<file path="config.mk">
export PLATFORM = sky130hd
export DESIGN_NAME = first_cnn_feeder_flat
export DESIGN_NICKNAME = d
export VERILOG_FILES = /design/src/rtl/first_cnn_feeder_if.sv /design/src/rtl/first_cnn_feeder.sv /design/src/flat_wrapper.sv
export SDC_FILE = /design/constraint.sdc
export NUM_CORES = 1
export LEC_CHECK = 0
export ABC_CLOCK_PERIOD_IN_PS = 3600
export CORE_MARGIN = 5
export CORE_UTILIZATION = 45
export CTS_CLUSTER_DIAMETER = 120
export DETAILED_ROUTE_END_ITERATION = 8
export HOLD_SLACK_MARGIN = 0.08
export MAX_ROUTING_LAYER = met4
export SYNTH_ARGS = -nofsm -noshare
export SYNTH_HDL_FRONTEND = slang
export SYNTH_SLANG_ARGS = --single-unit
export TNS_END_PERCENT = 50
</file>
<file path="constraint.sdc">
create_clock -name clk -period 3.6 [get_ports clk]
set_clock_uncertainty 0.1 [all_clocks]
set_input_delay 0.36 -clock clk [delete_from_list [all_inputs] [get_ports clk]]
set_output_delay 0.36 -clock clk [all_outputs]
set_load 0.05 [all_outputs]
</file>
<file path="src/rtl/first_cnn_feeder_if.sv">
`default_nettype none
// ============================================================================
//  Module      : first_cnn_feeder_if
//  Description : Bundle of the frame-buffer write port, the frame start/status
//                handshake and the serial pixel stream toward the 3x3 binary
//                convolution engine.
//                  Row_Wr/Row_Addr/Row_Data : frame-buffer row write
//                  Start                    : request to stream one frame
//                  Busy/Done                : frame status
//                  Din_Valid/Din/Cal_Valid  : pixel stream + calculate strobe
//                  Out_Row/Out_Col          : output-map coordinate
//                master = frame source / engine side, slave = feeder.
//  Revision    : 1.0 - initial release
// ============================================================================
interface first_cnn_feeder_if;
    logic        Row_Wr;
    logic [5:0]  Row_Addr;
    logic [33:0] Row_Data;
    logic        Start;
    logic        Busy;
    logic        Done;
    logic        Din_Valid;
    logic        Din;
    logic        Cal_Valid;
    logic [4:0]  Out_Row;
    logic [4:0]  Out_Col;

    modport master (
        output Row_Wr, Row_Addr, Row_Data, Start,
        input  Busy, Done, Din_Valid, Din, Cal_Valid, Out_Row, Out_Col
    );

    modport slave (
        input  Row_Wr, Row_Addr, Row_Data, Start,
        output Busy, Done, Din_Valid, Din, Cal_Valid, Out_Row, Out_Col
    );
endinterface
`default_nettype wire

</file>
<file path="src/rtl/first_cnn_feeder.sv">
`default_nettype none
// ============================================================================
//  Module      : first_cnn_feeder
//  Description : Holds a binary frame and streams it row-major, one pixel per
//                cycle, into a 3x3 binary convolution engine. The stream is a
//                34x34 pixel frame followed by one flush beat and one drain
//                cycle. Cal_Valid marks every cycle in which the engine has a
//                complete 3x3 window, tagged with its output-map coordinate.
//  Ports       : clk  - rising-edge clock
//                rst  - synchronous active-high reset (frame buffer retained)
//                bus  - first_cnn_feeder_if.slave (write port, Start,
//                       Busy/Done, Din_Valid/Din/Cal_Valid, Out_Row/Out_Col)
//  Build option: FIRST_CNN_FEEDER_PAD_EN - 32x32 buffer streamed with a
//                one-pixel zero border (stream geometry unchanged).
//  Revision    : 1.0 - initial release
// ============================================================================
module first_cnn_feeder (
    input  logic              clk,
    input  logic              rst,
    first_cnn_feeder_if.slave bus
);

`ifdef FIRST_CNN_FEEDER_PAD_EN
    localparam int unsigned C_BUF = 32;
`else
    localparam int unsigned C_BUF = 34;
`endif

    // Stream geometry: 34 columns, rows 0..33 carry pixels, row 34 col 0 is
    // the flush beat.
    localparam logic [5:0] C_LAST      = 6'd33;
    localparam logic [5:0] C_FLUSH_ROW = 6'd34;

    localparam logic [1:0] ST_IDLE   = 2'd0;
    localparam logic [1:0] ST_STREAM = 2'd1;
    localparam logic [1:0] ST_DRAIN  = 2'd2;

    // ------------------------------------------------------------------------
    // Frame buffer (never reset)
    // ------------------------------------------------------------------------
    logic [C_BUF-1:0] fb_q [C_BUF];
    logic [C_BUF-1:0] fb_d [C_BUF];
    logic             wr_ok;

    // ------------------------------------------------------------------------
    // Control / output registers
    // ------------------------------------------------------------------------
    logic [1:0] state_q,     state_d;
    logic [5:0] row_q,       row_d;      // stream position of the pixel on Din
    logic [5:0] col_q,       col_d;
    logic       busy_q,      busy_d;
    logic       done_q,      done_d;
    logic       din_valid_q, din_valid_d;
    logic       din_q,       din_d;

    // Window-complete flag and its coordinate, delayed by two registers
    logic       win_q,       win_d;
    logic [4:0] win_row_q,   win_row_d;
    logic [4:0] win_col_q,   win_col_d;
    logic       cal_valid_q, cal_valid_d;
    logic [4:0] out_row_q,   out_row_d;
    logic [4:0] out_col_q,   out_col_d;

    // Next stream position and pixel lookup
    logic       col_wrap;
    logic [5:0] col_nx;
    logic [5:0] row_nx;
    logic [5:0] look_row;
    logic [5:0] look_col;
    logic       pix_val;

    // ------------------------------------------------------------------------
    // Frame-buffer write: only while idle and only for rows that exist
    // ------------------------------------------------------------------------
`ifdef FIRST_CNN_FEEDER_PAD_EN
    // Upper two data bits have no storage in the 32-wide buffer.
    logic unused_pad_bits;
    assign unused_pad_bits = ^bus.Row_Data[33:32];

    always_comb begin
        fb_d  = fb_q;
        wr_ok = bus.Row_Wr && !busy_q && (bus.Row_Addr < 6'(C_BUF));
        if (wr_ok) begin
            fb_d[bus.Row_Addr[4:0]] = bus.Row_Data[31:0];
        end
    end
`else
    always_comb begin
        fb_d  = fb_q;
        wr_ok = bus.Row_Wr && !busy_q && (bus.Row_Addr < 6'(C_BUF));
        if (wr_ok) begin
            fb_d[bus.Row_Addr] = bus.Row_Data;
        end
    end
`endif

    always_ff @(posedge clk) begin
        fb_q <= fb_d;
    end

    // ------------------------------------------------------------------------
    // Position of the pixel to be presented next cycle
    // ------------------------------------------------------------------------
    assign col_wrap = (col_q == C_LAST);
    assign col_nx   = col_wrap ? 6'd0 : col_q + 6'd1;
    assign row_nx   = col_wrap ? row_q + 6'd1 : row_q;

    // Leaving IDLE the next pixel is (0,0); while streaming it is the
    // successor of the current one.
    always_comb begin
        look_row = row_nx;
        look_col = col_nx;
        if (state_q == ST_IDLE) begin
            look_row = 6'd0;
            look_col = 6'd0;
        end
    end

    // ------------------------------------------------------------------------
    // Live pixel read from the frame buffer
    // ------------------------------------------------------------------------
`ifdef FIRST_CNN_FEEDER_PAD_EN
    logic [4:0] pad_row;
    logic [4:0] pad_col;

    // Interior stream rows/cols 1..32 map to buffer 0..31; the low five bits
    // minus one give that index (32 wraps to 31).
    assign pad_row = look_row[4:0] - 5'd1;
    assign pad_col = look_col[4:0] - 5'd1;

    always_comb begin
        pix_val = 1'b0;
        if ((look_row >= 6'd1) && (look_row <= 6'd32) &&
            (look_col >= 6'd1) && (look_col <= 6'd32)) begin
            pix_val = fb_q[pad_row][pad_col];
        end
    end
`else
    always_comb begin
        pix_val = 1'b0;
        if (look_row < C_FLUSH_ROW) begin
            pix_val = fb_q[look_row][look_col];
        end
    end
`endif

    // ------------------------------------------------------------------------
    // Frame FSM: IDLE -> STREAM (1156 pixels + flush) -> DRAIN -> IDLE
    // ------------------------------------------------------------------------
    always_comb begin
        state_d     = state_q;
        row_d       = row_q;
        col_d       = col_q;
        busy_d      = busy_q;
        done_d      = 1'b0;
        din_valid_d = din_valid_q;
        din_d       = din_q;

        case (state_q)
            ST_IDLE: begin
                busy_d      = 1'b0;
                din_valid_d = 1'b0;
                din_d       = 1'b0;
                if (bus.Start) begin
                    state_d     = ST_STREAM;
                    row_d       = 6'd0;
                    col_d       = 6'd0;
                    busy_d      = 1'b1;
                    din_valid_d = 1'b1;
                    din_d       = pix_val;
                end
            end

            ST_STREAM: begin
                if (row_q == C_FLUSH_ROW) begin
                    // Flush beat just presented; one drain cycle follows.
                    state_d     = ST_DRAIN;
                    din_valid_d = 1'b0;
                    din_d       = 1'b0;
                end else begin
                    // Stepping onto row 34 yields the flush beat (pixel 0).
                    row_d       = row_nx;
                    col_d       = col_nx;
                    din_valid_d = 1'b1;
                    din_d       = pix_val;
                end
            end

            ST_DRAIN: begin
                state_d     = ST_IDLE;
                busy_d      = 1'b0;
                done_d      = 1'b1;
                din_valid_d = 1'b0;
                din_d       = 1'b0;
            end

            default: begin
                state_d     = ST_IDLE;
                busy_d      = 1'b0;
                din_valid_d = 1'b0;
                din_d       = 1'b0;
            end
        endcase
    end

    // ------------------------------------------------------------------------
    // Calculate strobe: the pixel on Din completes a 3x3 window when it sits
    // at row>=2, col>=2. The engine needs two more cycles, so the flag and its
    // coordinate ride through two register stages. Coordinates are forced to
    // zero whenever the flag is low so the outputs are zero between strobes.
    // ------------------------------------------------------------------------
    always_comb begin
        win_d     = (state_q == ST_STREAM) && (row_q >= 6'd2) &&
                    (row_q <= C_LAST) && (col_q >= 6'd2);
        win_row_d = 5'd0;
        win_col_d = 5'd0;
        if (win_d) begin
            win_row_d = row_q[4:0] - 5'd2;
            win_col_d = col_q[4:0] - 5'd2;
        end
        cal_valid_d = win_q;
        out_row_d   = win_row_q;
        out_col_d   = win_col_q;
    end

    // ------------------------------------------------------------------------
    // State and output registers
    // ------------------------------------------------------------------------
    always_ff @(posedge clk) begin
        if (rst) begin
            state_q     <= ST_IDLE;
            row_q       <= 6'd0;
            col_q       <= 6'd0;
            busy_q      <= 1'b0;
            done_q      <= 1'b0;
            din_valid_q <= 1'b0;
            din_q       <= 1'b0;
            win_q       <= 1'b0;
            win_row_q   <= 5'd0;
            win_col_q   <= 5'd0;
            cal_valid_q <= 1'b0;
            out_row_q   <= 5'd0;
            out_col_q   <= 5'd0;
        end else begin
            state_q     <= state_d;
            row_q       <= row_d;
            col_q       <= col_d;
            busy_q      <= busy_d;
            done_q      <= done_d;
            din_valid_q <= din_valid_d;
            din_q       <= din_d;
            win_q       <= win_d;
            win_row_q   <= win_row_d;
            win_col_q   <= win_col_d;
            cal_valid_q <= cal_valid_d;
            out_row_q   <= out_row_d;
            out_col_q   <= out_col_d;
        end
    end

    assign bus.Busy      = busy_q;
    assign bus.Done      = done_q;
    assign bus.Din_Valid = din_valid_q;
    assign bus.Din       = din_q;
    assign bus.Cal_Valid = cal_valid_q;
    assign bus.Out_Row   = out_row_q;
    assign bus.Out_Col   = out_col_q;

endmodule
`default_nettype wire
</file>
<file path="src/flat_wrapper.sv">
// flat-port wrapper written by rule: the top's interface ports become plain ports
module first_cnn_feeder_flat 
  (clk, rst, bus_Row_Wr, bus_Row_Addr, bus_Row_Data, bus_Start, bus_Busy, bus_Done, bus_Din_Valid, bus_Din, bus_Cal_Valid, bus_Out_Row, bus_Out_Col);
  first_cnn_feeder_if bus_i ();
  input  logic clk;
  input  logic rst;
  input wire logic [$bits(bus_i.Row_Wr)-1:0] bus_Row_Wr;
  input wire logic [$bits(bus_i.Row_Addr)-1:0] bus_Row_Addr;
  input wire logic [$bits(bus_i.Row_Data)-1:0] bus_Row_Data;
  input wire logic [$bits(bus_i.Start)-1:0] bus_Start;
  output wire logic [$bits(bus_i.Busy)-1:0] bus_Busy;
  output wire logic [$bits(bus_i.Done)-1:0] bus_Done;
  output wire logic [$bits(bus_i.Din_Valid)-1:0] bus_Din_Valid;
  output wire logic [$bits(bus_i.Din)-1:0] bus_Din;
  output wire logic [$bits(bus_i.Cal_Valid)-1:0] bus_Cal_Valid;
  output wire logic [$bits(bus_i.Out_Row)-1:0] bus_Out_Row;
  output wire logic [$bits(bus_i.Out_Col)-1:0] bus_Out_Col;
  assign bus_i.Row_Wr = bus_Row_Wr;
  assign bus_i.Row_Addr = bus_Row_Addr;
  assign bus_i.Row_Data = bus_Row_Data;
  assign bus_i.Start = bus_Start;
  assign bus_Busy = bus_i.Busy;
  assign bus_Done = bus_i.Done;
  assign bus_Din_Valid = bus_i.Din_Valid;
  assign bus_Din = bus_i.Din;
  assign bus_Cal_Valid = bus_i.Cal_Valid;
  assign bus_Out_Row = bus_i.Out_Row;
  assign bus_Out_Col = bus_i.Out_Col;
  first_cnn_feeder u_core (.clk(clk), .rst(rst), .bus(bus_i));
endmodule
</file>
==> impl_metrics.tcl <==
set metrics [dict create \
    status "complete, but fails checks" \
    violations "setup timing" \
    synth_cell_types 88 \
    crit_required_ns 4.15 \
    drt-total-wl_mm 160 \
    grt_pass1_wl_mm 225 \
    cts_made_buffers 119 \
    clk_latency_ns 0.70 \
    rows 118 \
    crit_path_end_kind "flip-flop" \
    dp_hpwl_mm 90.9 \
    hp-class "input pin to flip-flop" \
    first_pass_iters 8 \
    ys_ff_latch 1196 \
    cp.arrival_ns 4.23 \
    cp_max_fo 26 \
    die-area_um2 111000 \
    die_x_um 333 \
    overflow 0 \
    slew_headroom_pct 11.0 \
    grt.total_usage_pct 28.8 \
    die_y_um 333 \
    synth_top_area_share_pct 73.8 \
    viasPerCell 6.42 \
    power.density_nw_per_um2 485 \
    synth.area.top_cells "edfxtp_1 (74%), a221oi_1 (3.8%), nand2_1 (3.4%)" \
    setup_slack_ns -0.0803 \
    p_total_mw 28.1 \
    mostFrequentLayoutCells "edfxtp_1 (1156), nand2_1 (422), buf_4 (355)" \
    n_fill_cell 8065 \
    p_leak_nw 19.1 \
    ff_latch_area_um2 35500 \
    clockBufferDepth 3 \
    rsz0062_at_grt "true" \
    drive_gt1_share_pct 22.5 \
    final_common_cell "edfxtp_1" \
    multi_input_area_um2 11200 \
    port_buffers 58 \
    drt-initial-drc-count 4300 \
    critPathLaunchType "flip-flop" \
    placed_area_um2 52600 \
    drc_errors 0 \
    r2r_slack_ns -0.08 \
    ys_seq_area_share_pct 75.5 \
    cts_tree "yes" \
    finalInstanceArea_um2 58000 \
    vias 32100 \
    postSynthAreaPerCell_um2 15.2 \
    finalCriticalPeriod_ns 3.68 \
    met3_usage_pct 5.03 \
    dp_slack_ns -0.496 \
    ioPinCount 59 \
    core-area_um2 104000 \
    fin_crit_sh_pct 102 \
    ys.flop_type "edfxtp_1" \
    cts-root-buf "clkbuf_16" \
    yosysTopAreaCell "edfxtp_1" \
    busiest_layer "met2" \
    synth-edff-count 1156 \
    grtUsageMet2_pct 44.4 \
    start_util_pct 45.4 \
    final-hold-violation-count 0 \
    fmax_mhz 272 \
    setup_viol 1 \
    htreeDepth 3 \
    syn_to_final_growth_pct 23.2 \
    met1_usage_pct 38.4 \
    ys_warn_count 0 \
    cap_violations 0 \
    wire_per_inst_um 32.1 \
    grt_pass1_vias 30600 \
    synthCells 3086 \
    antenna_left 0 \
    tightestPinTransition_ns 1.33 \
    finalWeightedCongestion 0.931 \
    critPathKind "flip-flop to flip-flop" \
    nets 3566 \
    finalMaxSlewViolations 0 \
    synth_area_um2 47000 \
    clkTransAtPathRegs_ns 0.06 \
    cts.sinks 1196 \
    grt_max_degree 46 \
    antenna_found_initial 9 \
    ir_drop_v 0.000373 \
    async_flop_share_pct 0 \
    synth_fp_nets 3141 \
]
## synthesized netlist by cell type (18+ instances only)
| cell type | count |
|---|---|
| a211oi_1 | 28 |
| a21oi_1 | 87 |
| a221o_1 | 41 |
| a221oi_1 | 202 |
| a22oi_1 | 48 |
| a31oi_1 | 112 |
| a32oi_1 | 18 |
| and3_1 | 31 |
| buf_2 | 128 |
| clkbuf_1 | 61 |
| dfxtp_1 | 40 |
| edfxtp_1 | 1156 |
| mux2i_1 | 81 |
| nand2_1 | 425 |
| nand3_1 | 153 |
| nand4_1 | 23 |
| nor2_1 | 96 |
| nor3_1 | 47 |
| o21ai_0 | 41 |
## worst max-delay path, cell delays in order (launching register included)
cell      delay [ns]
dfxtp_2         0.32
buf_4           0.14
nor3_4          0.21
buf_12          0.15
nand4_1         0.09
buf_4           0.17
nand2_8         0.09
buf_16          0.15
buf_4           0.22
buf_12          0.23
nand2_1         0.11
a31oi_4         0.18
nand3_1         0.12
a311oi_2        0.34
o211ai_1        0.22
a32o_2          0.30
a221o_1         0.37
o211ai_2        0.07
## kinds of logic (layout without fill, tap and decap cells)
kind of cell	Yosys count	in the layout	synth area share [%]
DFF	1196	1196	75.5
and+or+nand+nor	841	841	8.08
AOI/OAI and AO/OA	701	701	11.5
buffers and inverters	242	766	2.64
muxes	85	85	1.82
adders and majority gates	11	11	0.293
xor gates and xnor gates	10	10	0.202
other	0	6	0
## through the flow
stage / instances / util [%] / hold slack [ns] / TNS (ns)
6_report: 4996 / 55.9 / 0.138 / -0.0803
5_1_grt: 4996 / 55.9 / 0.146 / -0.153
4_1_cts: 4985 / 55.6 / 0.237 / 0
3_5_place_dp: 4703 / 50.7 / 0.327 / -0.496
3_3_place_gp: 4703 / 50.7 / 0.317 / -0.512
2_1_floorplan: 3086 / - / 0.314 / 0
## final cells by class
type / count / area share [%]
clock buffer: 141 / 5.35
multi-input combinational: 1648 / 19.3
clock inverter: 79 / 1.22
inverter: 12 / 0.0799
tap: 1380 / 2.98
timing repair buffer: 534 / 9.78
antenna: 6 / 0.0259
sequential: 1196 / 61.3
## sequential cells by signal, indices dropped and copies added, names as in the netlist
register and cells:
u_core.bus.Cal_Valid 1, u_core.out_row_d 5, u_core.bus.Busy 1, u_core.bus.Done 1, u_core.bus.Out_Col 5, u_core.out_col_d 5, u_core.cal_valid_d 1, u_core.col_q 6
u_core.fb_q 1156, u_core.bus.Din_Valid 1, u_core.row_q 6, u_core.state_q 2, u_core.bus.Out_Row 5, u_core.bus.Din 1
## power by group
| group | switching [mW] | internal [mW] | leakage, nW |
|---|---|---|---|
| logic | 0.454 | 0.159 | 6.48 |
| registers | 0.0172 | 15.3 | 10.7 |
| clock network | 5.30 | 6.86 | 1.89 |
## what timing repair did
| action | 4_1_cts | 5_1_grt |
|---|---|---|
| gates resized for setup | 96 | 42 |
| cloned | 10 | 2 |
| setup endpoints to repair | 1 | 1 |
| pin swaps | 49 | 21 |
| hold buffers | 0 | 0 |
| buffers inserted | 52 | 3 |
## final timing paths
kind / startpoint / endpoint / cells past startpoint
max: u_core.col_q[3] / u_core.bus.Din / 17
min: bus_Row_Data[18] / u_core.fb_q[800] / 1
max reg2reg: u_core.col_q[3] / u_core.bus.Din / 17
min reg2reg: u_core.out_col_d[1] / u_core.bus.Out_Col[1] / 1
## routing by layer
metal	vias to the layer above	part of all wire, %
li1	13300	-
met1	16200	38
met2	2128	46
met3	445	10
met4	0	5.0
met5	-	0
No activity file was read; power rests on OpenSTA's default activity.
